<file path="src/rtl/eoc_group.sv">
// eoc_group: clocked end-of-column readout for a group of pixel columns with an address-tagged output FIFO
module eoc_group #(
  parameter int NCOL       = 4,
  parameter int ADDR_BASE  = 0,
  parameter int ADDR_W     = 6,
  parameter int DATA_W     = 21,
  parameter int BCID_W     = 6,
  parameter int FIFO_DEPTH = 4
) (
  input  logic                     Clk,
  input  logic                     Rst,
  input  logic                     Freeze,
  input  logic                     TokInChip,
  output logic                     TokOutChip,
  input  logic [NCOL-1:0]          TokInCol,
  input  logic [NCOL-1:0]          ColEnable,
  output logic [NCOL-1:0]          ReadCol,
  input  logic [NCOL*DATA_W-1:0]   ColData,
  input  logic [BCID_W-1:0]        Bcid,
  output logic [NCOL*BCID_W-1:0]   BcidCol,
  output logic [ADDR_W+DATA_W-1:0] DataOut,
  output logic                     DataValid,
  input  logic                     DataReady,
  output logic                     Busy
);
  localparam int SW = NCOL > 1 ? $clog2(NCOL) : 1;
  localparam int FW = $clog2(FIFO_DEPTH);
  localparam int CW = FW + 1;
  localparam int WW = ADDR_W + DATA_W;
  typedef enum logic [2:0] {IDLE, SCAN, READ, LATCH, CHECK} state_t;
  state_t state_q, state_d;
  logic [NCOL-1:0] frozen_q, frozen_d, read_col_q, read_col_d, live;
  logic [SW-1:0] sel_q, sel_d, low;
  logic freeze_prev_q;
  logic [FW-1:0] wr_q, wr_d, rd_q, rd_d;
  logic [CW-1:0] cnt_q, cnt_d;
  logic [WW-1:0] mem_q [FIFO_DEPTH];
  logic [DATA_W-1:0] col_word;
  logic [ADDR_W-1:0] addr;
  logic rise, push, pop;
  assign rise = Freeze & ~freeze_prev_q;
  assign push = state_q == LATCH;
  assign pop = DataValid & DataReady;
  assign addr = ADDR_W'(ADDR_BASE) + ADDR_W'(sel_q);
  assign DataValid = cnt_q != '0;
  assign DataOut = DataValid ? mem_q[rd_q] : '0;
  assign Busy = state_q != IDLE;
  assign ReadCol = read_col_q;
  assign TokOutChip = TokInChip | (|(TokInCol & ColEnable)) | (|frozen_q);
  for (genvar g = 0; g < NCOL; g++) begin : g_bcid
    assign BcidCol[g*BCID_W +: BCID_W] = ColEnable[g] ? Bcid : '0;
  end
  // still-enabled frozen columns, the lowest one of them, and the data of the selected column
  always_comb begin
    live = frozen_q & ColEnable;
    low = '0;
    col_word = '0;
    for (int k = NCOL - 1; k >= 0; k--) if (live[k]) low = SW'(k);
    for (int k = 0; k < NCOL; k++) if (SW'(k) == sel_q) col_word = ColData[k*DATA_W +: DATA_W];
  end
  // frame sequencing: snapshot, pick lowest column, strobe, latch, decide on a re-read
  always_comb begin
    state_d = state_q;
    frozen_d = frozen_q;
    sel_d = sel_q;
    case (state_q)
      IDLE: if (rise) begin
        frozen_d = TokInCol & ColEnable;
        state_d = |(TokInCol & ColEnable) ? SCAN : IDLE;
      end
      SCAN: begin
        frozen_d = live;
        sel_d = low;
        state_d = live == '0 ? IDLE : (!TokInChip && cnt_q < CW'(FIFO_DEPTH)) ? READ : SCAN;
      end
      READ: state_d = LATCH;
      LATCH: state_d = CHECK;
      CHECK: begin
        frozen_d[sel_q] = TokInCol[sel_q] & ColEnable[sel_q];
        state_d = SCAN;
      end
      default: state_d = IDLE;
    endcase
    read_col_d = state_d == READ ? NCOL'(1) << sel_d : '0;
  end
  // fifo pointer and occupancy bookkeeping; a push and pop together leave the count unchanged
  always_comb begin
    wr_d = wr_q + FW'(push);
    rd_d = rd_q + FW'(pop);
    cnt_d = cnt_q + CW'(push) - CW'(pop);
  end
  // control state; reset aborts a frame, drops the strobe at once and empties the fifo
  always_ff @(posedge Clk or posedge Rst)
    if (Rst) begin
      state_q <= IDLE;
      frozen_q <= '0;
      sel_q <= '0;
      read_col_q <= '0;
      freeze_prev_q <= 1'b0;
      wr_q <= '0;
      rd_q <= '0;
      cnt_q <= '0;
    end else begin
      state_q <= state_d;
      frozen_q <= frozen_d;
      sel_q <= sel_d;
      read_col_q <= read_col_d;
      freeze_prev_q <= Freeze;
      wr_q <= wr_d;
      rd_q <= rd_d;
      cnt_q <= cnt_d;
    end
  // fifo storage; contents are only visible through the occupancy-gated head
  always_ff @(posedge Clk)
    if (push) mem_q[wr_q] <= {addr, col_word};
endmodule

</file>
<file path="config.mk">
export PLATFORM = sky130hd
export DESIGN_NAME = eoc_group
export DESIGN_NICKNAME = d
export VERILOG_FILES = /design/src/rtl/eoc_group.sv
export SDC_FILE = /design/constraint.sdc
export NUM_CORES = 1
export LEC_CHECK = 0
export BUFFER_PORTS_ARGS = -buffer_cell sky130_fd_sc_hd__buf_2
export CAP_MARGIN = 20
export CORE_MARGIN = 4
export CORE_UTILIZATION = 47
export CTS_CLUSTER_DIAMETER = 40
export DETAILED_ROUTE_END_ITERATION = 6
export HOLD_SLACK_MARGIN = 0.08
export MAX_ROUTING_LAYER = met4
export PLACE_DENSITY_LB_ADDON = 0.25
export SETUP_SLACK_MARGIN = 0.1
export SLEW_MARGIN = 20
export SYNTH_ARGS = -nofsm -noshare
export SYNTH_HDL_FRONTEND = slang
export SYNTH_SLANG_ARGS = --single-unit
</file>
<file path="constraint.sdc">
create_clock -name Clk -period 2.7 [get_ports Clk]
set_input_delay 0 -clock Clk [delete_from_list [all_inputs] [get_ports Clk]]
set_output_delay 0 -clock Clk [all_outputs]
set_load 0.005 [all_outputs]
</file>
# After elaboration in Yosys (flattened, before gate mapping)
# Memory sizes are Yosys's and may differ from the RTL's.
# Cells that the tools add are included.
# op_classes
add_sub_neg	4
order_cmp	3
eq_ne	9
n_shift	1
mux	31
bitwise	8
n_reduce_logical	12
# op_table
operator	n
two-way mux 21 bit	4
two-way mux 27 bit	1
two-way mux 6 bit	4
one-hot mux 3 bit (5 select lines)	1
two-way mux 2 bit	7
one-hot mux 4 bit (3 select lines)	1
equality test 3 x 2 -> 1 bit (second input constant)	3
nonzero test 3 bit	3
AND 4 bit	2
two-way mux 4 bit	2
OR reduction 4 bit	2
two-way mux 1 bit	6
adder 2 x 1 -> 2 bit	2
binary-select mux 1 bit (select 2 bit)	2
bitwise mux 4 bit	1
equality test 2 bit (first input constant)	2
logical NOT 4 bit	1
<< shifter 1 x 2 -> 4 bit (first input constant)	1
adder 3 x 1 -> 3 bit	1
AND 1 bit	3
equality test 3 x 1 -> 1 bit (second input constant)	1
equality test 3 bit (second input constant)	1
logical NOT 3 bit	1
less-than comparator 2 x 3 -> 1 bit (second input constant)	1
13 further kinds	15
# totals
register_bits	21
mem_bits_rw	92
output_inout_bits	58
n_memories	1
# mem_list
name	depth	width	read_ports	rd_clocked_by_memory_dff	write_ports	line	rtl
mem_q	4	23	1	0	1	37	logic [WW-1:0] mem_q [FIFO_DEPTH];

# Logic depth before layout (Yosys ltp)
# depth
ltp_word	8
depth_mapped	10
ltp_nobuf	8

# Worst setup path before layout
# OpenSTA, ideal clock, no wires.
# synth_timing
path_kind	register to register
startpoint	reg state_q[2]
endpoint	mem mem_q[0][0] (netlist bit) (enable)
setup_ns	0.432
t_arrival_ns	2.432
required_time_ns	2.268
slack_ns	-0.164
path_stages_with_launch	6
path_buffers	2
period_less_slack_ns	2.864
cell_sequence	dfrtp_1 buf_6 buf_4 inv_1 nand3_1 nor3_1
# synth_via
elab_chain_cells	3
# synth_rtl
item	line	rtl
start, declared	31	state_t state_q, state_d;
start signal, assigned	104	state_q <= state_d;
equality test 3 x 2 -> 1 bit	42	assign push = state_q == LATCH;
two-way mux 1 bit	115	if (push) mem_q[wr_q] <= {addr, col_word};
two-way mux 1 bit (not written as such)	115	
end, declared	37	
# Every way passes these cells.

# Worst setup path in the final report
# layout_timing
startpoint	reg state_q[0]
endpoint	reg cnt_q[2]
# layout_via
elab_chain_cells	3
# layout_rtl
item	line	rtl
equality test 3 x 2 -> 1 bit	42	
adder 3 x 1 -> 3 bit	90	cnt_d = cnt_q + CW'(push) - CW'(pop);
subtractor 3 x 1 -> 3 bit	90	
net cnt_d[2]	36	logic [CW-1:0] cnt_q, cnt_d;
end signal, assigned	111	cnt_q <= cnt_d;
end, declared	36	
# The timed path passes the listed nets, and every way through them passes these cells.
# A chain may end at the register's enable or synchronous reset.

==> flow_summary.ini <==
[min_path]
hp-class = input pin to flip-flop
hold_depth = 4
holdCritStartpoint = TokInCol[1]
hold_end = frozen_q[1]

[timing]
slew_violations = 0
fin_tns_setup_ps = 0
grt_setup_unrepaired = false
fin_skew_ps = 8.13
whs_ps = 121
setup_viol = 0
timing.final.ws_setup_ps = 431
fin_crit_sh_pct = 84.0
layout_min_cycle_time_ps = 2270
worstMarginPinSlew_ps = 809
relSlewSlack_pct = 46.0
final_hold_viol_count = 0
fmax_mhz = 441

[clock_network]
cts.clk_slew.worst_paths_ps = 50
cts_tree = yes
cts_root_buf = clkbuf_16
cts.path.max_buffers = 2
post_cts_resized = 0
clock-sinks = 113
numCtsBuffers = 17
ctsHtreeMaxLevel = 4
cts_setup_buffers = 0
clk_latency_ps = 400
cts_hold_buf = 50

[floorplan]
start_util_pct = 49.0
die_w_um = 115
die_area_mm2 = 0.0133
die_y_um = 115
core_mm2 = 0.0110
io_pins = 161
rows = 38

[critical_path]
r2r_end = cnt_q[2]
path_class = flip-flop to flip-flop
crit_fanout = 16
slowest_delay_ps = 640
rr_worst_depth = 7
rrSetupSlack_ps = 430
crit_slowest_cell = dfrtp_1
start_kind = flip-flop
cp_cell_sequence = nand3_1 -> ha_1 -> inv_1 -> ha_1 -> fa_1 -> xnor2_1 -> xnor2_1
r2r-start = state_q[0]
cp.arrival_ps = 2590
worst_ep_required_time_ps = 3020
endpoint_kind = flip-flop

[logic_synthesis]
synth_edf_count = 92
synth_area_leader_cell = edfxtp_1
synthCells = 329
yosysTopAreaCellShare_pct = 51.1
ys_ff_latch = 113
synth_most_common_cell = edfxtp_1
yosys_warnings = 0
ys_seq_area_share_pct = 60.8
synth.distinct_cells = 45
synth_area_mm2 = 0.00541
synthArstFlopShare_pct = 18.6
synth_top_flop_cell = edfxtp_1
synth_area_leaders = edfxtp_1, mux4_2, dfrtp_1, nor2b_1, and2_1
synth_common_cells = edfxtp_1, mux4_2, nor2b_1
syn-mean-instance-area_um2 = 16.4

[routing]
drt.antenna.violating_nets = 0
drc = 0
first_pass_iters = 5
drt_iter0_drc = 196
num_vias = 3704
wl_per_cell_um = 17.6
wl_um = 12300
via_per_inst = 5.29

[global_routing]
grt_antenna_before_repair = 1
grt_start_max_net_pins = 32
grt_overflow = 0
grt_pass1_wl_um = 19500
grt_pass1_vias = 3922
grtUsageTotal_pct = 20.2

[job]
cap_viol_max_count = 0

[cells_and_area]
drive_gt1_share_pct = 45.8
nets = 654
area_growth_pct = 38.0

[pwr]
power_density_mw_per_mm2 = 939
p_leak_nw = 3.01
vdd_ir_drop_max_mv = 0.481

[status]
status = finished, final reports clean

[placement]
post-place-ws_ps = 411
gp_congestion = 0.816
place_hpwl_um = 8490
portBuffers = 156
==> metal layers <==
metal | GRT usage, % | share of wire (%)
met2 | 34.8 | 54
met4 | 6.18 | 1.1
met5 | - | 0
met1 | 23.1 | 38
met3 | 5.42 | 6.7
==> cell usage in the layout, fill, tap and decap left out, drive strengths merged, types with 8 or more instances in the layout <==
master       count
nor2             8
inv             11
mux4            44
dlygate4sd3     50
edfxtp          92
nor2b           28
buf            169
and2            24
dfrtp           21
nand2           13
clkbuf          19
==> logic make-up after synthesis <==
logic type,synth area share (%)
AOI/OAI and AO/OA,4.56
muxes,18.3
adders and majority gates,1.30
other,0.0693
buffers and inverters,3.58
DFF,60.8
and+or+nand+nor,10.8
xor gates and xnor gates,0.648
==> flip-flops by register name (all words and copies together), names as in the netlist <==
name,flops
frozen_q,4
ReadCol,4
cnt_q,3
freeze_prev_q,1
state_q,3
mem_q,92
sel_q,2
wr_q,2
rd_q,2
==> per-stage QoR <==
step	power [W]	util, %	std cells	cell area, um2
after global routing	0.00741	67.7	700	7470
after detailed placement	0.00457	57.5	617	6340
after global placement	0.00451	57.5	617	6340
after floorplan	0.00390	-	332	5430
final	0.00701	67.7	700	7470
after CTS	0.00708	67.7	699	7460
==> worst max-delay path: cells and delay by family, from the launching register on <==
kind | cells | cell delay, ps
DFF | 1 | 640
buffers and inverters | 1 | 30
and+or+nand+nor | 1 | 300
adders and majority gates | 3 | 910
xor gates and xnor gates | 2 | 310
==> power breakdown <==
part | switching (W) | total, W | internal (W)
Clock | 0.000750 | 0.00229 | 0.00154
Sequential | 0.000299 | 0.00250 | 0.00220
Combinational | 0.000956 | 0.00222 | 0.00127
Total | 0.00201 | 0.00701 | 0.00501
==> how the worst max path moves through the flow <==
stage	startpoint	depth (start not counted)	to	slack (ps)
6_report	state_q[0]	7	cnt_q[2]	430
5_1_grt	state_q[0]	7	cnt_q[2]	220
3_5_place_dp	state_q[0]	7	cnt_q[2]	410
4_1_cts	state_q[0]	7	cnt_q[2]	390
3_3_place_gp	state_q[0]	7	cnt_q[2]	500
2_1_floorplan	state_q[2]	7	mem_q[2][0]	310
==> area by class of cell <==
class / instances / area [um2]
antenna: 1 / 2.50
clock buffer: 19 / 433
clock inverter: 13 / 186
fill: 789 / 3560
inverter: 10 / 37.5
multi-input combinational: 185 / 1960
sequential: 113 / 3290
tap: 140 / 175
timing repair buffer: 219 / 1380
No activity file was read; power rests on OpenSTA's default activity.
